--- config.mk ---
export PLATFORM = sky130hd
export DESIGN_NAME = toggle_stream_tx
export DESIGN_NICKNAME = d
export VERILOG_FILES = /design/src/rtl/toggle_stream_tx_pkg.sv /design/src/rtl/toggle_rx_model.sv /design/src/rtl/toggle_stream_tx.sv
export SDC_FILE = /design/constraint.sdc
export NUM_CORES = 1
export LEC_CHECK = 0
export ABC_AREA = 0
export BUFFER_PORTS_ARGS = -buffer_cell sky130_fd_sc_hd__buf_2
export CORE_MARGIN = 2
export CORE_UTILIZATION = 45
export CTS_BUF_LIST = sky130_fd_sc_hd__clkbuf_16
export DETAILED_ROUTE_END_ITERATION = 7
export MAX_ROUTING_LAYER = met4
export PLACE_DENSITY_LB_ADDON = 0.08
export RECOVER_POWER = 25
export SYNTH_ARGS = -nofsm -noshare
export SYNTH_HDL_FRONTEND = slang
export SYNTH_HIERARCHICAL = 1
export SYNTH_SLANG_ARGS = --single-unit
--- constraint.sdc ---
create_clock -name clk -period 2.33 [get_ports clk]
set_input_delay 0.3495 -clock clk [delete_from_list [all_inputs] [get_ports clk]]
set_output_delay 0.3495 -clock clk [all_outputs]
set_load 0.05 [all_outputs]
--- src/rtl/toggle_stream_tx_pkg.sv ---
// Shared encodings for the toggle-detector link: receiver states, transmitter
// FSM states, default widths and the receiver next-state function.
package toggle_stream_tx_pkg;

    localparam int unsigned DEFAULT_WIDTH = 8;
    localparam int unsigned DEFAULT_PADW  = 8;

    typedef enum logic {
        ST_A = 1'b0,
        ST_B = 1'b1
    } rx_state_e;

    typedef enum logic {
        IDLE = 1'b0,
        SEND = 1'b1
    } tx_state_e;

    // A 1 on d flips the receiver between A and B; a 0 leaves it alone.
    function automatic rx_state_e rx_next(input rx_state_e s, input logic d);
        if (d) begin
            return (s == ST_A) ? ST_B : ST_A;
        end
        return s;
    endfunction

endpackage

--- src/rtl/toggle_rx_model.sv ---
// One-bit model of the toggle-detector receiver: state register plus the
// combinational x output (x=1 only when in A and d=1).
module toggle_rx_model
    import toggle_stream_tx_pkg::*;
(
    input  logic clk,
    input  logic rst,
    input  logic i_en,
    input  logic i_d,
    output logic o_state,
    output logic o_x
);

    rx_state_e r_state;

    always_ff @(posedge clk or posedge rst) begin
        if (rst) begin
            r_state <= ST_A;
        end else if (i_en) begin
            r_state <= rx_next(r_state, i_d);
        end
    end

    assign o_state = r_state;
    assign o_x     = (r_state == ST_A) & i_d;

endmodule

--- src/rtl/toggle_stream_tx.sv ---
// Serializes words MSB-first for the toggle-detector receiver, inserting pad
// bits so the receiver's x equals the data bit on every strobed cycle.
module toggle_stream_tx
    import toggle_stream_tx_pkg::*;
#(
    parameter int unsigned WIDTH = DEFAULT_WIDTH,
    parameter int unsigned PADW  = DEFAULT_PADW
) (
    input  logic             clk,
    input  logic             reset,
    input  logic [WIDTH-1:0] in_data,
    input  logic             in_valid,
    output logic             in_ready,
    output logic             tx_d,
    output logic             tx_strobe,
    output logic             busy,
    output logic             model_state,
    output logic [PADW-1:0]  pad_count
);

    localparam int unsigned CW = $clog2(WIDTH + 1);

    tx_state_e        r_state;
    tx_state_e        w_next_state;
    logic [WIDTH-1:0] r_shreg;
    logic [CW-1:0]    r_bcnt;
    logic             r_tx_d;
    logic             r_strobe;
    logic             r_busy;
    logic [PADW-1:0]  r_pad;

    logic w_d;
    logic w_strobe;
    logic w_pad;
    logic w_shift;
    logic w_load;
    logic w_b;
    logic w_model;
    logic w_model_x;

    // The mirror advances on exactly the bits driven onto the line in SEND,
    // so it always holds the receiver state after consuming the current tx_d.
    toggle_rx_model u_model (
        .clk     (clk),
        .rst     (reset),
        .i_en    (r_state == SEND),
        .i_d     (w_d),
        .o_state (w_model),
        .o_x     (w_model_x)
    );

    assign w_b = r_shreg[WIDTH-1];

    always_comb begin
        w_next_state = r_state;
        w_d          = 1'b0;
        w_strobe     = 1'b0;
        w_pad        = 1'b0;
        w_shift      = 1'b0;
        w_load       = 1'b0;
        case (r_state)
            IDLE: begin
                if (in_valid) begin
                    w_load       = 1'b1;
                    w_next_state = SEND;
                end
            end
            SEND: begin
                if ((w_model == ST_B) && w_b) begin
                    w_d   = 1'b1;
                    w_pad = 1'b1;
                end else begin
                    w_d      = w_b;
                    w_strobe = 1'b1;
                    w_shift  = 1'b1;
                    if (r_bcnt == CW'(1)) begin
                        w_next_state = IDLE;
                    end
                end
            end
            default: w_next_state = IDLE;
        endcase
    end

    always_ff @(posedge clk or posedge reset) begin
        if (reset) begin
            r_state  <= IDLE;
            r_shreg  <= '0;
            r_bcnt   <= '0;
            r_tx_d   <= 1'b0;
            r_strobe <= 1'b0;
            r_busy   <= 1'b0;
            r_pad    <= '0;
        end else begin
            r_state  <= w_next_state;
            r_tx_d   <= w_d;
            r_strobe <= w_strobe;
            // Covers the post-acceptance cycle and the final bit shown after SEND ends.
            r_busy   <= (w_next_state == SEND) || (r_state == SEND);
            r_pad    <= r_pad + PADW'(w_pad);
            if (w_load) begin
                r_shreg <= in_data;
                r_bcnt  <= CW'(WIDTH);
            end else if (w_shift) begin
                r_shreg <= {r_shreg[WIDTH-2:0], 1'b0};
                r_bcnt  <= r_bcnt - CW'(1);
            end
        end
    end

    assign in_ready    = (r_state == IDLE);
    assign tx_d        = r_tx_d;
    assign tx_strobe   = r_strobe;
    assign busy        = r_busy;
    assign model_state = w_model;
    assign pad_count   = r_pad;

endmodule

# Word-level counts from Yosys, hierarchy flattened
# Index checks and enable logic that the tools add are counted.
# word_totals
ff_bits	25
input_bits	11
output_inout_bits	13
elab_cells	35
# op_classes
mux	19
eq_ne	1
bitwise_logic	1
reduce_logical	4
n_addsub	2
# ops
operator	n
$mux 8	2
$mux 1	14
$add 8x1->8	1
$mux 4	2
$eq 4x1->1 const B	1
$sub 4x1->4 const B	1
$pmux 1 s2	1
$reduce_and 2->1	1
$reduce_bool 2->1	1
$logic_and 1x1->1	1
$logic_or 1x1->1	1
$not 1->1	1

# Depth between registers and ports, before layout
# depth
word_depth	6
mapped_depth	6
depth_no_buf	6

# By module
# The synthesis kept the hierarchy.
# modules_own_cells
mod	area_per_inst_um2	n_inst	cells_per_inst
toggle_stream_tx	1034.7	1	86
toggle_rx_model	47.5	1	5

# Worst setup path after synthesis
# OpenSTA, ideal clock, no wires.
# synth_timing
kind	register to register
start	reg u_model.r_state, in the netlist u_model/o_state
end	reg r_pad[6], in the netlist pad_count[6]
path_slack_ns	0.466
path_buffers	0
setup_time_ns	0.141
path_stages_with_launch	7
required_ns	2.189
arrival_ns	1.722
period_less_slack_ns	1.864
cell_sequence	dfrtp_1 > and3_1 > ha_1 > ha_1 > and3_1 > nand3_1 > xnor2_1
# synth_via
elab_chain_len	4
# synth_rtl
item	line_no	source
start: declaration	toggle_rx_model.sv:14	rx_state_e r_state;
start signal: assignment	toggle_rx_model.sv:20	r_state <= rx_next(r_state, i_d);
$logic_and 1x1->1	toggle_stream_tx.sv:69	if ((w_model == ST_B) && w_b) begin
$mux 1	toggle_stream_tx.sv:69	
$mux 1	toggle_stream_tx.sv:61	case (r_state)
$add 8x1->8	toggle_stream_tx.sv:100	r_pad <= r_pad + PADW'(w_pad);
end signal: assignment	toggle_stream_tx.sv:100	
end: declaration	toggle_stream_tx.sv:30	logic [PADW-1:0] r_pad;
# Every way passes these cells.
# A chain may end at the register's enable or synchronous reset.

# Worst setup path after layout
# layout_timing
start	reg r_state
end	reg r_bcnt[0]
# layout_via
elab_chain_len	2
# layout_rtl
item	line_no	source
start: declaration	toggle_stream_tx.sv:23	tx_state_e r_state;
start signal: assignment	toggle_stream_tx.sv:95	r_state <= w_next_state;
$mux 1	toggle_stream_tx.sv:61	
$mux 4 or $reduce_bool 2->1 (tied branches)	n/a	
end signal: assignment	toggle_stream_tx.sv:103	r_bcnt <= CW'(WIDTH);
end signal: assignment	toggle_stream_tx.sv:106	r_bcnt <= r_bcnt - CW'(1);
end: declaration	toggle_stream_tx.sv:26	logic [CW-1:0] r_bcnt;
# Several ways; a longest one is shown, not always the timed one.

==> flow_metrics.py <==
metrics = {
    "status": {
        "status": "completed",
    },
    "final_layout": {
        "antenna_cells": 0,
        "finalNonFillerCells": 145,
        "final_nets": 133,
        "layout-drive-gt1-share_pct": 25.64,
        "area_delta_synth_final_pct": 21.28,
    },
    "hold_path": {
        "worstHoldStart": "in_data[0]",
        "holdPathEnd": "r_shreg[0]",
        "hold_class": "in2reg",
        "hold_depth": 3,
    },
    "floorplanning": {
        "coreArea_um2": 2233,
        "io_pins": 24,
        "dieArea_um2": 2798,
        "rows": 17,
        "die_h_um": 52.90,
        "die_x_um": 52.90,
        "start_util_pct": 48.18,
    },
    "timing": {
        "grt_setup_unrepaired": "false",
        "fin_skew_ns": 0.001243,
        "fin_crit_sh_pct": 71.40,
        "setup_viol": 0,
        "tightest_slew_ns": 0.7295,
        "max_slew_margin_pct": 51.26,
        "hold_viol": 0,
        "worst_slack_ns": 0.6663,
        "maxSlewViolCount": 0,
        "finalSetupTns_ns": 0,
        "fmax_mhz": 601.1,
        "fin_crit_ns": 1.664,
    },
    "yosys": {
        "syn-cell-area_um2": 1076,
        "synth_warnings": 6,
        "syn_inst": 90,
        "synth_nets": 105,
        "avgSynthCellArea_um2": 11.96,
    },
    "worst_setup_path": {
        "reg2regPathDepth": 3,
        "critPathBufInv": 0,
        "crit_path_cell_trace": "nor2b_1, nor2_2, mux2_2",
        "cp-end-kind": "register",
        "crit_slowest_cell": "nor2b_1",
        "arrival_ns": 1.80,
        "max_stage_delay_ns": 0.61,
        "worstPathRequired_ns": 2.47,
        "r2r_start": "r_state",
        "cp_num_cells": 3,
        "critPathLaunchType": "register",
        "crit_fanout": 10,
        "critPathKind": "reg2reg",
        "path_delay_family": "simple AND/OR/NAND/NOR gates",
        "reg2reg_to": "r_bcnt[0]",
        "rrSetupSlack_ns": 0.67,
    },
    "global_route": {
        "grt_pass1_wl_mm": 3.049,
        "globalRouteOverflowTotal": 0,
        "grt_max_degree": 16,
        "antenna_found_initial": 0,
        "grt_pass1_vias": 730,
        "grtUsageTotal_pct": 15.68,
    },
    "power_and_ir_drop": {
        "leakage_nw": 0.7306,
        "ir_drop_mv": 0.6997,
        "power_density_nw_per_um2": 1400,
        "power_mw": 1.828,
    },
    "clock_tree": {
        "cts-resized-gates": 0,
        "cts_max_path_buffers": 2,
        "root_buffer": "clkbuf_16",
        "clkSinkCount": 25,
        "clk_latency_ns": 0.25,
        "cts.clk_slew.worst_paths_ns": 0.06,
        "cts_tree": "yes",
        "cts.htree.levels": 1,
        "cts_buffers": 3,
    },
    "placement": {
        "dp_hpwl_mm": 1.316,
        "placement.io_buffers": 23,
        "place_inst": 140,
        "preCtsSetupSlack_ns": 0.6598,
        "place.gp.congestion": 0.7837,
    },
    "route": {
        "dr_wl_met3_um": 88,
        "routedWlPerCell_um": 12.16,
        "avgViaCountPerCell": 5.000,
        "route.detailed.drc": 0,
        "drtIter0Drc": 7,
        "dr.pass1.iters": 4,
        "drtAntennaViolNets": 0,
        "wl_mm": 1.763,
        "vias": 725,
        "top_layer": "met3",
        "met1Wirelength_um": 780,
        "wl_met2_um": 894,
    },
    "flow_run": {
        "max-cap-violations": 0,
    },
}
==> worst max path at each step <==
stage                         start            to  slack [ns]
finish                      r_state     r_bcnt[0]        0.67
global route                r_state     r_bcnt[0]        0.52
CTS                         r_state     r_bcnt[0]        0.65
detailed placement          r_state     r_bcnt[0]        0.66
global placement           in_valid     r_bcnt[0]        0.69
floorplan           u_model/o_state  pad_count[6]        0.48
==> power by group <==
group | leakage, nW | total (mW) | internal (mW) | switching (mW)
Combinational | 0.377 | 0.745 | 0.257 | 0.488
Sequential | 0.312 | 0.722 | 0.590 | 0.132
Clock | 0.0423 | 0.361 | 0.229 | 0.132
Total | 0.731 | 1.83 | 1.08 | 0.751
==> stage by stage <==
| step | area [µm²] | utilization (%) | hold WS [ns] |
|---|---|---|---|
| 2_1_floorplan | 1076 | - | 0.07821 |
| 3_3_place_gp | 1217 | 54.51 | 0.1931 |
| 3_5_place_dp | 1217 | 54.51 | 0.1956 |
| 4_1_cts | 1306 | 58.49 | 0.3088 |
| 5_1_grt | 1305 | 58.43 | 0.3196 |
| 6_report | 1305 | 58.43 | 0.3233 |
==> registers in the layout, summed over array words and instances (netlist names) <==
name / cells
u_model/o_state: 1
r_state: 1
pad_count: 8
tx_d: 1
tx_strobe: 1
r_shreg: 8
r_bcnt: 4
busy: 1
==> cell type report <==
| type | count | area, µm² |
|---|---|---|
| fill | 198 | 928.4 |
| sequential | 25 | 625.6 |
| multi-input combinational | 56 | 407.9 |
| timing repair buffer | 25 | 131.4 |
| clock buffer | 3 | 75.07 |
| tap | 28 | 35.03 |
| inverter | 7 | 26.28 |
| clock inverter | 1 | 3.754 |
==> routing by layer <==
metal	global-route usage, %	up-vias
met5	-	-
met3	5.085	0
met1	18.00	349
li1	-	362
met2	26.67	14
met4	3.846	0
==> tightest hold or removal path: stages <==
cell	delay, ns
buf_2	0.08
nand2_1	0.04
o21ai_1	0.07
==> repair_timing <==
action                                  4_1_cts  5_1_grt
hold buffers                                  1        0
setup buffers                                 0        0
hold endpoints to repair                      1        0
endpoints found under the setup margin        0        0
==> cells in the final DEF (no fill, tap or decap), types with 2 or more instances in the layout <==
cell type,n
nand3_1,3
dfrtp_1,25
and3_1,2
inv_1,8
nor2_1,3
nor3_1,2
buf_2,22
a21o_1,6
xor2_1,4
xnor2_1,3
mux2i_1,2
nand2_1,7
clkbuf_16,3
a21oi_1,2
a22o_1,6
ha_1,4
No activity file was read; power rests on OpenSTA's default activity.
